File: config.mk
export PLATFORM = sky130hd
export DESIGN_NAME = lsu_mem_initiator
export DESIGN_NICKNAME = d
export VERILOG_FILES = /design/src/rtl/lsu_pkg.sv /design/src/rtl/lsu_align.sv /design/src/rtl/lsu_mem_initiator.sv
export SDC_FILE = /design/constraint.sdc
export NUM_CORES = 1
export LEC_CHECK = 0
export ABC_AREA = 0
export CAP_MARGIN = 20
export CORE_UTILIZATION = 49
export CTS_CLUSTER_SIZE = 28
export DETAILED_ROUTE_END_ITERATION = 8
export HOLD_SLACK_MARGIN = 0.03
export PLACE_DENSITY = 0.78
export REMOVE_ABC_BUFFERS = 1
export SETUP_SLACK_MARGIN = 0.2
export SLEW_MARGIN = 20
export SYNTH_ARGS = -nofsm -noshare
export SYNTH_HDL_FRONTEND = slang
export SYNTH_SLANG_ARGS = --single-unit
File: constraint.sdc
create_clock -name clk -period 2.4 [get_ports clk]
set_input_delay 0.24 -clock clk [delete_from_list [all_inputs] [get_ports clk]]
set_output_delay 0.24 -clock clk [all_outputs]
set_load 0.005 [all_outputs]
File: src/rtl/lsu_pkg.sv
// Shared definitions for the load/store initiator:
// funct3 codes, FSM state encoding and size/legality helpers.
package lsu_pkg;

    localparam logic [2:0] F3_B  = 3'b000;
    localparam logic [2:0] F3_H  = 3'b001;
    localparam logic [2:0] F3_W  = 3'b010;
    localparam logic [2:0] F3_BU = 3'b100;
    localparam logic [2:0] F3_HU = 3'b101;

    typedef enum logic [2:0] {
        ST_IDLE   = 3'd0,
        ST_ISSUE0 = 3'd1,
        ST_WAIT0  = 3'd2,
        ST_ISSUE1 = 3'd3,
        ST_WAIT1  = 3'd4,
        ST_RESP   = 3'd5
    } state_e;

    // Access size in bytes; only meaningful for legal funct3 values.
    function automatic logic [2:0] f3_size(input logic [2:0] f3);
        logic [2:0] sz;
        case (f3[1:0])
            2'b00:   sz = 3'd1;
            2'b01:   sz = 3'd2;
            default: sz = 3'd4;
        endcase
        return sz;
    endfunction

    // Byte-enable mask for the access, lane 0 justified.
    function automatic logic [3:0] f3_mask(input logic [2:0] f3);
        logic [3:0] m;
        case (f3_size(f3))
            3'd1:    m = 4'b0001;
            3'd2:    m = 4'b0011;
            default: m = 4'b1111;
        endcase
        return m;
    endfunction

    // Stores only have signed-width encodings; loads add BU/HU.
    function automatic logic f3_legal(input logic we, input logic [2:0] f3);
        logic ok;
        ok = (f3 == F3_B) || (f3 == F3_H) || (f3 == F3_W);
        if (!we) begin
            ok = ok || (f3 == F3_BU) || (f3 == F3_HU);
        end
        return ok;
    endfunction

endpackage

File: src/rtl/lsu_align.sv
// Lane alignment datapath, purely combinational.
// Ports: off_i/funct3_i select the access; wdata_i is LSB-justified
// store data; be0_o/wdata0_o drive the first word, be1_o/wdata1_o the
// second word of a split; lo_i/hi_i are the two read words and rdata_o
// is the aligned, extended load result.
module lsu_align
    import lsu_pkg::*;
(
    input  logic [1:0]  off_i,
    input  logic [2:0]  funct3_i,
    input  logic [31:0] wdata_i,
    input  logic [31:0] lo_i,
    input  logic [31:0] hi_i,
    output logic [3:0]  be0_o,
    output logic [3:0]  be1_o,
    output logic [31:0] wdata0_o,
    output logic [31:0] wdata1_o,
    output logic [31:0] rdata_o
);

    logic [4:0]  sh;
    logic [7:0]  be_w;
    logic [63:0] wd_w;
    logic [31:0] raw;

    assign sh = {off_i, 3'b000};

    // Shifting across an 8-lane / 64-bit window yields both words at
    // once: the low half feeds the first word, the spill the second.
    assign be_w     = {4'b0000, f3_mask(funct3_i)} << off_i;
    assign be0_o    = be_w[3:0];
    assign be1_o    = be_w[7:4];

    assign wd_w     = {32'h0, wdata_i} << sh;
    assign wdata0_o = wd_w[31:0];
    assign wdata1_o = wd_w[63:32];

    assign raw = 32'({hi_i, lo_i} >> sh);

    always_comb begin
        rdata_o = raw;
        case (funct3_i)
            F3_B:    rdata_o = {{24{raw[7]}}, raw[7:0]};
            F3_H:    rdata_o = {{16{raw[15]}}, raw[15:0]};
            F3_BU:   rdata_o = {24'h0, raw[7:0]};
            F3_HU:   rdata_o = {16'h0, raw[15:0]};
            default: rdata_o = raw;
        endcase
    end

endmodule

File: src/rtl/lsu_mem_initiator.sv
// Load/store initiator: one core request in, one or two word-aligned
// memory transactions out, one response pulse back.
// Ports: req_* core request (valid/ready), mem_req_* registered memory
// request (valid/ready), mem_rvalid/mem_rdata read return,
// resp_* one-cycle completion with load data and error flag.
module lsu_mem_initiator #(
    parameter int ADDR_W      = 32,
    parameter bit ALLOW_SPLIT = 1'b1
) (
    input  logic              clk,
    input  logic              reset,
    input  logic              req_valid,
    output logic              req_ready,
    input  logic              req_we,
    input  logic [2:0]        req_funct3,
    input  logic [ADDR_W-1:0] req_addr,
    input  logic [31:0]       req_wdata,
    output logic              mem_req_valid,
    input  logic              mem_req_ready,
    output logic              mem_we,
    output logic [ADDR_W-1:0] mem_addr,
    output logic [3:0]        mem_be,
    output logic [31:0]       mem_wdata,
    input  logic              mem_rvalid,
    input  logic [31:0]       mem_rdata,
    output logic              resp_valid,
    output logic [31:0]       resp_rdata,
    output logic              resp_err
);

    import lsu_pkg::*;

    state_e              state_q;
    logic [ADDR_W-1:0]   addr_q;
    logic                we_q;
    logic [2:0]          f3_q;
    logic [31:0]         wdata_q;
    logic [31:0]         word0_q;
    logic                split_q;

    logic                mem_req_valid_q;
    logic                mem_we_q;
    logic [ADDR_W-1:0]   mem_addr_q;
    logic [3:0]          mem_be_q;
    logic [31:0]         mem_wdata_q;
    logic                resp_valid_q;
    logic [31:0]         resp_rdata_q;
    logic                resp_err_q;

    logic                idle;
    logic [1:0]          a_off;
    logic [2:0]          a_f3;
    logic [31:0]         a_wdata;
    logic [31:0]         a_lo;
    logic [31:0]         a_hi;
    logic [3:0]          be0;
    logic [3:0]          be1;
    logic [31:0]         wd0;
    logic [31:0]         wd1;
    logic [31:0]         ld_data;

    logic [3:0]          span_end;
    logic                req_spans;
    logic                req_ok;
    logic [ADDR_W-3:0]   word_nx;

    assign idle = (state_q == ST_IDLE);

    // The first word is loaded on acceptance, before the capture
    // registers hold the request, so the aligner looks at the live
    // request in IDLE and at the latched copy afterwards.
    assign a_off   = idle ? req_addr[1:0] : addr_q[1:0];
    assign a_f3    = idle ? req_funct3    : f3_q;
    assign a_wdata = idle ? req_wdata     : wdata_q;

    assign a_lo = (state_q == ST_WAIT1) ? word0_q   : mem_rdata;
    assign a_hi = (state_q == ST_WAIT1) ? mem_rdata : 32'h0;

    lsu_align u_align (
        .off_i    (a_off),
        .funct3_i (a_f3),
        .wdata_i  (a_wdata),
        .lo_i     (a_lo),
        .hi_i     (a_hi),
        .be0_o    (be0),
        .be1_o    (be1),
        .wdata0_o (wd0),
        .wdata1_o (wd1),
        .rdata_o  (ld_data)
    );

    assign span_end  = {2'b00, req_addr[1:0]}
                     + {1'b0, f3_size(req_funct3)};
    assign req_spans = (span_end > 4'd4);
    assign req_ok    = f3_legal(req_we, req_funct3)
                     && !(req_spans && (ALLOW_SPLIT == 1'b0));

    // Second word wraps within the word-address space.
    assign word_nx = addr_q[ADDR_W-1:2]
                   + {{(ADDR_W-3){1'b0}}, 1'b1};

    always_ff @(posedge clk or negedge reset) begin
        if (!reset) begin
            state_q         <= ST_IDLE;
            addr_q          <= '0;
            we_q            <= 1'b0;
            f3_q            <= 3'b000;
            wdata_q         <= 32'h0;
            word0_q         <= 32'h0;
            split_q         <= 1'b0;
            mem_req_valid_q <= 1'b0;
            mem_we_q        <= 1'b0;
            mem_addr_q      <= '0;
            mem_be_q        <= 4'b0000;
            mem_wdata_q     <= 32'h0;
            resp_valid_q    <= 1'b0;
            resp_rdata_q    <= 32'h0;
            resp_err_q      <= 1'b0;
        end else begin
            unique case (state_q)
                ST_IDLE: begin
                    if (req_valid) begin
                        addr_q  <= req_addr;
                        we_q    <= req_we;
                        f3_q    <= req_funct3;
                        wdata_q <= req_wdata;
                        split_q <= req_spans;
                        if (!req_ok) begin
                            state_q      <= ST_RESP;
                            resp_valid_q <= 1'b1;
                            resp_err_q   <= 1'b1;
                            resp_rdata_q <= 32'h0;
                        end else begin
                            state_q         <= ST_ISSUE0;
                            mem_req_valid_q <= 1'b1;
                            mem_we_q        <= req_we;
                            mem_addr_q      <= {req_addr[ADDR_W-1:2], 2'b00};
                            mem_be_q        <= be0;
                            mem_wdata_q     <= wd0;
                        end
                    end
                end
                ST_ISSUE0: begin
                    if (mem_req_ready) begin
                        if (we_q && split_q) begin
                            // Back-to-back: second store word follows
                            // immediately as a fresh request.
                            state_q     <= ST_ISSUE1;
                            mem_addr_q  <= {word_nx, 2'b00};
                            mem_be_q    <= be1;
                            mem_wdata_q <= wd1;
                        end else if (we_q) begin
                            state_q         <= ST_RESP;
                            mem_req_valid_q <= 1'b0;
                            mem_we_q        <= 1'b0;
                            mem_be_q        <= 4'b0000;
                            resp_valid_q    <= 1'b1;
                            resp_rdata_q    <= 32'h0;
                        end else begin
                            state_q         <= ST_WAIT0;
                            mem_req_valid_q <= 1'b0;
                            mem_be_q        <= 4'b0000;
                        end
                    end
                end
                ST_WAIT0: begin
                    if (mem_rvalid) begin
                        if (split_q) begin
                            state_q         <= ST_ISSUE1;
                            word0_q         <= mem_rdata;
                            mem_req_valid_q <= 1'b1;
                            mem_we_q        <= 1'b0;
                            mem_addr_q      <= {word_nx, 2'b00};
                            mem_be_q        <= be1;
                            mem_wdata_q     <= wd1;
                        end else begin
                            state_q      <= ST_RESP;
                            resp_valid_q <= 1'b1;
                            resp_rdata_q <= ld_data;
                        end
                    end
                end
                ST_ISSUE1: begin
                    if (mem_req_ready) begin
                        mem_req_valid_q <= 1'b0;
                        mem_we_q        <= 1'b0;
                        mem_be_q        <= 4'b0000;
                        if (we_q) begin
                            state_q      <= ST_RESP;
                            resp_valid_q <= 1'b1;
                            resp_rdata_q <= 32'h0;
                        end else begin
                            state_q <= ST_WAIT1;
                        end
                    end
                end
                ST_WAIT1: begin
                    if (mem_rvalid) begin
                        state_q      <= ST_RESP;
                        resp_valid_q <= 1'b1;
                        resp_rdata_q <= ld_data;
                    end
                end
                ST_RESP: begin
                    state_q      <= ST_IDLE;
                    resp_valid_q <= 1'b0;
                    resp_rdata_q <= 32'h0;
                    resp_err_q   <= 1'b0;
                end
                default: begin
                    state_q <= ST_IDLE;
                end
            endcase
        end
    end

    assign req_ready     = idle;
    assign mem_req_valid = mem_req_valid_q;
    assign mem_we        = mem_we_q;
    assign mem_addr      = mem_addr_q;
    assign mem_be        = mem_be_q;
    assign mem_wdata     = mem_wdata_q;
    assign resp_valid    = resp_valid_q;
    assign resp_rdata    = resp_rdata_q;
    assign resp_err      = resp_err_q;

endmodule

==> results of run 1 <==
-- report_power, final --
| part | switching [W] | internal (W) | total [W] | leakage [nW] |
|---|---|---|---|---|
| combinational | 0.00819 | 0.00739 | 0.0156 | 4.09 |
| sequential | 0.00142 | 0.00506 | 0.00648 | 2.56 |
| clock | 0.00151 | 0.00247 | 0.00397 | 0.413 |
| total | 0.0111 | 0.0149 | 0.0260 | 7.06 |
-- timing repair --
action	in CTS	in global routing
gates cloned	4	4
hold buffers	1	0
buffers inserted	5	27
resized for setup	30	147
setup endpoints to repair	62	89
pin swaps	7	43
hold endpoints to repair	46	0
-- placed cells by master (no fill, tap or decap), types with 13 or more instances in the layout --
cell	n
buf_6	16
nor3_1	41
o211ai_1	26
clkdlybuf4s50_1	205
dfrtp_1	202
mux2_2	115
nand3_1	16
and3_1	20
a21oi_1	31
xor2_1	13
o21ai_0	50
clkbuf_16	27
nand4_1	21
inv_1	13
buf_12	22
a211oi_1	20
nand2_1	233
nor2_1	40
mux2i_1	52
o21ai_1	24
buf_4	68
-- synthesized netlist by cell type (all sizes together), types with 4 or more instances --
| cell | count | area, µm² |
|---|---|---|
| o221ai | 8 | 70.1 |
| and2 | 6 | 37.5 |
| a31oi | 7 | 43.8 |
| nor3 | 44 | 220 |
| mux2i | 53 | 543 |
| a221oi | 10 | 87.6 |
| a211oi | 32 | 245 |
| and3 | 20 | 125 |
| nand3 | 16 | 80.1 |
| a21oi | 44 | 224 |
| o31ai | 12 | 104 |
| mux4 | 7 | 158 |
| a22oi | 7 | 52.6 |
| nand4 | 21 | 131 |
| nand2 | 235 | 885 |
| o211ai | 27 | 208 |
| mux2 | 121 | 1360 |
| dfrtp | 206 | 5150 |
| and4 | 6 | 52.6 |
| xor2 | 13 | 114 |
| buf | 58 | 317 |
| nor4 | 7 | 56.3 |
| nor2 | 44 | 168 |
| inv | 14 | 52.6 |
| clkbuf | 42 | 158 |
| nor2b | 4 | 25.0 |
| o21a | 8 | 60.1 |
| nand2b | 4 | 25.0 |
| o41ai | 9 | 78.8 |
| o22ai | 9 | 70.1 |
| o2bb2ai | 8 | 70.1 |
| a31o | 4 | 35.0 |
| o21ai | 75 | 379 |
| nor3b | 4 | 35.0 |
| or2 | 4 | 25.0 |
| a2111oi | 10 | 100 |
| o31a | 4 | 35.0 |
| xnor2 | 11 | 104 |
-- layer usage --
metal / wire length (µm) / up-vias / GRT usage
li1: - / 5084 / -
met1: 16000 / 5791 / 0.402
met2: 19600 / 755 / 0.481
met3: 4130 / 165 / 0.0541
met4: 1820 / 0 / 0.124
met5: 0 / - / 0
-- cell type report --
class                   count  area (µm²)
well taps                 324         405
multi-input cells         932        7140
inverters                  14        52.6
diodes                      1        2.50
clock buffers              27         611
fillers                  1714        7170
flip-flops and latches    206        5160
repair buffers            326        3480
clock inverters            14         230
-- sequential cells by signal, indices dropped and copies added, names as in the netlist, 3 cells and up --
register,flops
mem_addr,30
mem_be,4
mem_wdata,32
wdata_q,32
f3_q,3
addr_q,32
state_q,3
word0_q,32
resp_rdata,32
-- cell families after synthesis --
kind of cell | after synthesis
fa+ha+maj | 4
mux | 181
compound gates | 293
other cells | 1
buf+inv | 114
simple gates | 427
flops | 206
xor+xnor | 24
-- stage by stage --
stage               hold WS [ns]  cells  setup slack, ns
global placement           0.239   1761          -0.0274
CTS                        0.277   1812           0.0962
detailed placement         0.242   1761          -0.0406
floorplan                -0.0556   1151            -1.64
global route               0.301   1843          -0.0283
finish                     0.272   1844           0.0505
-- final timing paths --
| kind | cells past startpoint | slack (ns) | end |
|---|---|---|---|
| hold / removal | 2 | 0.27 | resp_rdata[2] |
| setup / recovery | 6 | 0.05 | resp_rdata[21] |
| setup reg to reg | 6 | 0.05 | resp_rdata[21] |
| min in group clk | 3 | 0.28 | wdata_q[26] |
| max in group asynchronous | 3 | 1.42 | mem_wdata[4] |
| hold reg to reg | 2 | 0.48 | resp_rdata[7] |
==> results by group, run 1 <==
Clock tree
  • # clock sinks: 206
  • H-tree depth: 1
  • CTS Root Cell: clkbuf_16
  • Inserted Clock Buffers: 23
  • Skew-Pair Late Insertion Delay: 0.52 ns
  • Clk slew on worst S/H paths: 0.06 ns
  • CTS max path bufs: 3
  • CTS tree: built

Synthesis
  • Sequential share of the synthesized area: 0.428
  • Compound-Gate Fraction of Synth Area: 0.169
  • Syn Area/Cell: 9.64 µm²
  • Mapped cell area: 0.0120 mm²
  • Number of synthesized flops with an enable pin: 0
  • Post-synth ARST share: 1.00
  • Largest family of logic cells by synthesized area: multiplexers
  • Syn Inst Count: 1250
  • Post-Synth Simple-Gate Area: 0.165
  • Synth Area in XOR/XNOR: 0.0181
  • Yosys reg bits: 206
  • Post-synth cell types: 83
  • Synth Warn #: 0
  • Post-synth top flop: dfrtp_1
  • Post-synthesis mux area share: 0.171
  • Adder-Cell Fraction of Synth Area: 0.00478

Power
  • Total Power: 0.0260 W
  • Pwr/cell area: 1520 mW/mm²
  • Peak VDD IR: 0.000822 V
  • Leak: 7.06 nW

STA
  • RSZ-0062 raised after global routing: yes
  • Max Clock Freq: 426 MHz
  • Part of the cycle the worst path needs: 0.979
  • Worst-Margin Slew: 0.827 ns
  • Slew HR: 0.441
  • Sum Neg Setup Slack: 0 ns
  • Final count of hold timing violations: 0
  • Finish-stage setup viols: 0
  • Slew Viols, Final: 0
  • Min Tclk post-route: 2.35 ns
  • Final Skew: 0.0155 ns

Worst setup path
  • Worst-path maximum fanout: 16
  • Arrival time worst endpoint: 2.73 ns
  • Buf+Inv Stages, Crit Path: 2
  • Crit. Startpoint: state_q[2]
  • Max incr delay on CP: 0.57 ns
  • Worst setup EP type: flip-flop
  • Crit path launch type: flip-flop
  • CP top delay family: multiplexers
  • WP data required: 2.78 ns
  • Slowest cell on the critical path: mux4_2
  • Worst r2r src: state_q[2]
  • Critical path class: flip-flop to flip-flop
  • CP cell instances: buf_4 > or3b_4 > buf_6 > mux4_2 > a22oi_1 > o211ai_1

Flow run
  • Maxcap violations: 0

Routing
  • Drt drc: 0
  • Iter 0 DRT Violations: 1215
  • Vias per cell: 6.40
  • Routed WL per cell: 22.5 µm
  • First-pass iteration count of the detailed router: 8
  • Final WL: 41.5 mm
  • Via Count: 11800
  • Antenna Nets Post-Route: 0

Place
  • Port bufs: 207
  • Gp weighted congestion: 0.933
  • Post-Place Cell Area: 0.0149 mm²
  • DP Wirelength: 24.9 mm

Final layout
  • Post-layout util: 0.704
  • Cell area after layout: 0.0171 mm²
  • Layout cell share with drive strength beyond 1: 0.258
  • Layout net count: 1612
  • Layout overhead on the synthesized area: 41.7%

Floorplan
  • Die H: 159 µm
  • Die width: 159 µm
  • Die area: 0.0252 mm²
  • Core area: 0.0242 mm²
  • Row cnt: 57
  • Starting Density: 0.497
  • IO Count: 210

Outcome
  • Outcome: finished clean

Global route
  • GRT overflow: 0
  • Initial antenna violation count: 0
  • Overall Global Routing Usage: 0.301
  • First-pass GRT wire length: 61.5 mm
  • Largest net degree at the start of global routing: 67
  • Vias in the first global route: 11400

Hold path
  • Min-delay worst type: input pin to async pin
(Power assumes the default switching activity.)
==> run 2: changes to the inputs <==
Settings changed: CORE_ASPECT_RATIO set to 1.2, PLACE_DENSITY 0.78 to 0.75.
==> results by group, run 2 (synthesis gave the netlist of run 1 again) <==
STA
  • Min Tclk post-route: 2.55 ns (was 2.35 ns)
  • Setup ws final: -0.153 ns (was 0.0505 ns)
  • Final Skew: 0.0127 ns (was 0.0155 ns)
  • Max Clock Freq: 392 MHz (was 426 MHz)
  • Slew Viols, Final: 0 (unchanged)
  • Final count of hold timing violations: 0 (unchanged)
  • RSZ-0062 raised after global routing: yes (unchanged)
  • Slew HR: 0.203 (was 0.441)
  • Worst-Margin Slew: 1.18 ns (was 0.827 ns)
  • Hold Slack: 0.296 ns (was 0.272 ns)
  • Part of the cycle the worst path needs: 1.06 (was 0.979)
  • Finish-stage setup viols: 24 (was 0)

Floorplan
  • Die H: 174 µm (was 159 µm)
  • Row cnt: 62 (was 57)
  • Core area: 0.0240 mm² (was 0.0242 mm²)
  • Die area: 0.0252 mm² (about the same)
  • Die width: 145 µm (was 159 µm)
  • IO Count: 210 (unchanged)
  • Starting Density: 0.501 (was 0.497)

Power
  • Leak: 7.24 nW (was 7.06 nW)
  • Peak VDD IR: 0.000914 V (was 0.000822 V)
  • Pwr/cell area: 1530 mW/mm² (was 1520 mW/mm²)

Clock tree
  • # clock sinks: 206 (unchanged)
  • CTS max path bufs: 3 (unchanged)
  • Skew-Pair Late Insertion Delay: 0.52 ns (about the same)
  • CTS tree: built (unchanged)
  • Inserted Clock Buffers: 22 (was 23)
  • Clk slew on worst S/H paths: 0.06 ns (about the same)
  • H-tree depth: 1 (unchanged)
  • CTS Root Cell: clkbuf_16 (unchanged)

Outcome
  • Outcome: finished with violations (was finished clean)
  • Failing checks: negative setup slack

Routing
  • Antenna Nets Post-Route: 0 (unchanged)
  • Via Count: 11800 (about the same)
  • Final WL: 42.9 mm (was 41.5 mm)
  • Vias per cell: 6.27 (was 6.40)
  • Drt drc: 0 (unchanged)
  • Routed WL per cell: 22.9 µm (was 22.5 µm)
  • Iter 0 DRT Violations: 1088 (was 1215)
  • First-pass iteration count of the detailed router: 6 (was 8)

Final layout
  • Layout cell share with drive strength beyond 1: 0.291 (was 0.258)
  • Most frequent cells in the layout: nand2_1, clkdlybuf4s50_1, dfrtp_1 (unchanged)
  • Number of fill cells: 1651 (was 1714)
  • Layout net count: 1649 (was 1612)
  • Layout overhead on the synthesized area: 44.7% (was 41.7%)
  • Reg area: 0.00516 mm² (unchanged)
  • Multi-input logic area: 0.00722 mm² (was 0.00714 mm²)
  • Layout Cells excl Fill: 1877 (was 1844)
  • Most common cell after layout, fill and taps aside: nand2_1 (unchanged)
  • Post-layout util: 0.725 (was 0.704)
  • Cell area after layout: 0.0174 mm² (was 0.0171 mm²)

Hold path
  • Min-delay worst type: input pin to flip-flop (was input pin to async pin)
  • Worst Hold Depth: 3
  • HP Start: req_wdata[24]
  • Hold EP: wdata_q[24]

Worst setup path
  • Arrival time worst endpoint: 2.97 ns (was 2.73 ns)
  • Max incr delay on CP: 0.79 ns (was 0.57 ns)
  • CP cell instances: buf_6 > buf_6 > nor4bb_1 > a2111oi_4 > a211oi_2 > o211ai_2 > buf_12 > o211ai_1 (was buf_4 > or3b_4 > buf_6 > mux4_2 > a22oi_1 > o211ai_1)
  • WP data required: 2.82 ns (was 2.78 ns)
  • Most frequent CP cell: buf_6
  • Reg2Reg Depth: 8 (was 6)
  • Critical path class: flip-flop to flip-flop (unchanged)
  • Crit path launch type: flip-flop (unchanged)
  • Slowest cell on the critical path: nor4bb_1 (was mux4_2)
  • Reg2Reg Setup Slack: -0.15 ns (was 0.05 ns)
  • Worst r2r src: state_q[0] (was state_q[2])
  • Reg-to-Reg End: resp_rdata[12] (was resp_rdata[21])
  • Worst setup EP type: flip-flop (unchanged)
  • Worst-path maximum fanout: 7 (was 16)

Global route
  • Overall Global Routing Usage: 0.304 (was 0.301)
  • GRT overflow: 0 (unchanged)
  • Initial antenna violation count: 2 (was 0)
  • Vias in the first global route: 11500 (was 11400)
  • First-pass GRT wire length: 61.4 mm (was 61.5 mm)
  • Largest net degree at the start of global routing: 70 (was 67)

Place
  • Post-Place Cell Area: 0.0150 mm² (was 0.0149 mm²)
  • Placed insts: 1773 (was 1761)
  • DP Wirelength: 25.6 mm (was 24.9 mm)
  • Gp weighted congestion: 0.923 (was 0.933)
  • Port bufs: 207 (unchanged)

Flow run
  • Maxcap violations: 0 (unchanged)
-- run 2: changes by cell type in the layout (fill, tap and decap cells not counted), moves of 6 or more --
cell,before,now
a22oi_1,6,0
a22oi_2,1,7
buf_4,68,93
buf_6,16,24
o21ai_0,50,44
o41ai_4,6,0
-- run 2: routing by layer --
layer | part of all wire | track usage
met5 | 0 | 0
met4 | 0.058 | 0.152
met3 | 0.093 | 0.0855
met2 | 0.48 | 0.502
met1 | 0.37 | 0.363
-- run 2: power breakdown --
part           leakage, nW  total (W)  switching (W)  internal [W]
registers             2.56    0.00637        0.00131       0.00506
logic                 4.30     0.0166        0.00855       0.00804
clock network        0.378    0.00365        0.00143       0.00222
-- run 2: layout make-up --
type	count	share of cell area
Antenna cell	2	0.000287
Sequential cell	206	0.296
Clock buffer	32	0.0378
Timing Repair Buffer	363	0.219
Multi-Input combinational cell	933	0.414
Clock inverter	7	0.00646
Inverter	14	0.00337
Tap cell	320	0.0230
-- run 2: critical path: cells and delay by family (launching register included) --
kind / cells / cell delay (ns)
simple gates: 1 / 0.79
flops: 1 / 0.41
buf+inv: 3 / 0.50
compound gates: 4 / 0.74
-- run 2: worst max path at each step --
stage                     cells past startpoint  startpoint  slack [ns]        endpoint
after floorplan                               4  state_q[2]       -1.64      addr_q[10]
after global placement                        6  mem_rvalid       -0.13  resp_rdata[18]
after detailed placement                      6  mem_rvalid       -0.20  resp_rdata[16]
after CTS                                     8  state_q[0]        0.14  resp_rdata[21]
after global routing                          8  state_q[2]       -0.24  resp_rdata[12]
final                                         8  state_q[0]       -0.15  resp_rdata[12]
-- run 2: timing repair --
| action | CTS | global route |
|---|---|---|
| resized for setup | 97 | 144 |
| pin swaps | 31 | 64 |
| hold buffers | 1 | 0 |
| endpoints found under the hold margin | 64 | 0 |
| setup buffers | 24 | 26 |
| setup endpoints to repair | 74 | 91 |
| gates cloned | 3 | 9 |
-- run 2: stage by stage --
| stage | TNS [ns] | worst slack, ns | power (W) |
|---|---|---|---|
| final | -1.24 | -0.153 | 0.0266 |
| after global routing | -3.78 | -0.243 | 0.0279 |
| after CTS | 0 | 0.137 | 0.0239 |
| after detailed placement | -1.47 | -0.205 | 0.0186 |
| after global placement | -0.865 | -0.132 | 0.0183 |
| after floorplan | -234.32 | -1.64 | 0.0132 |
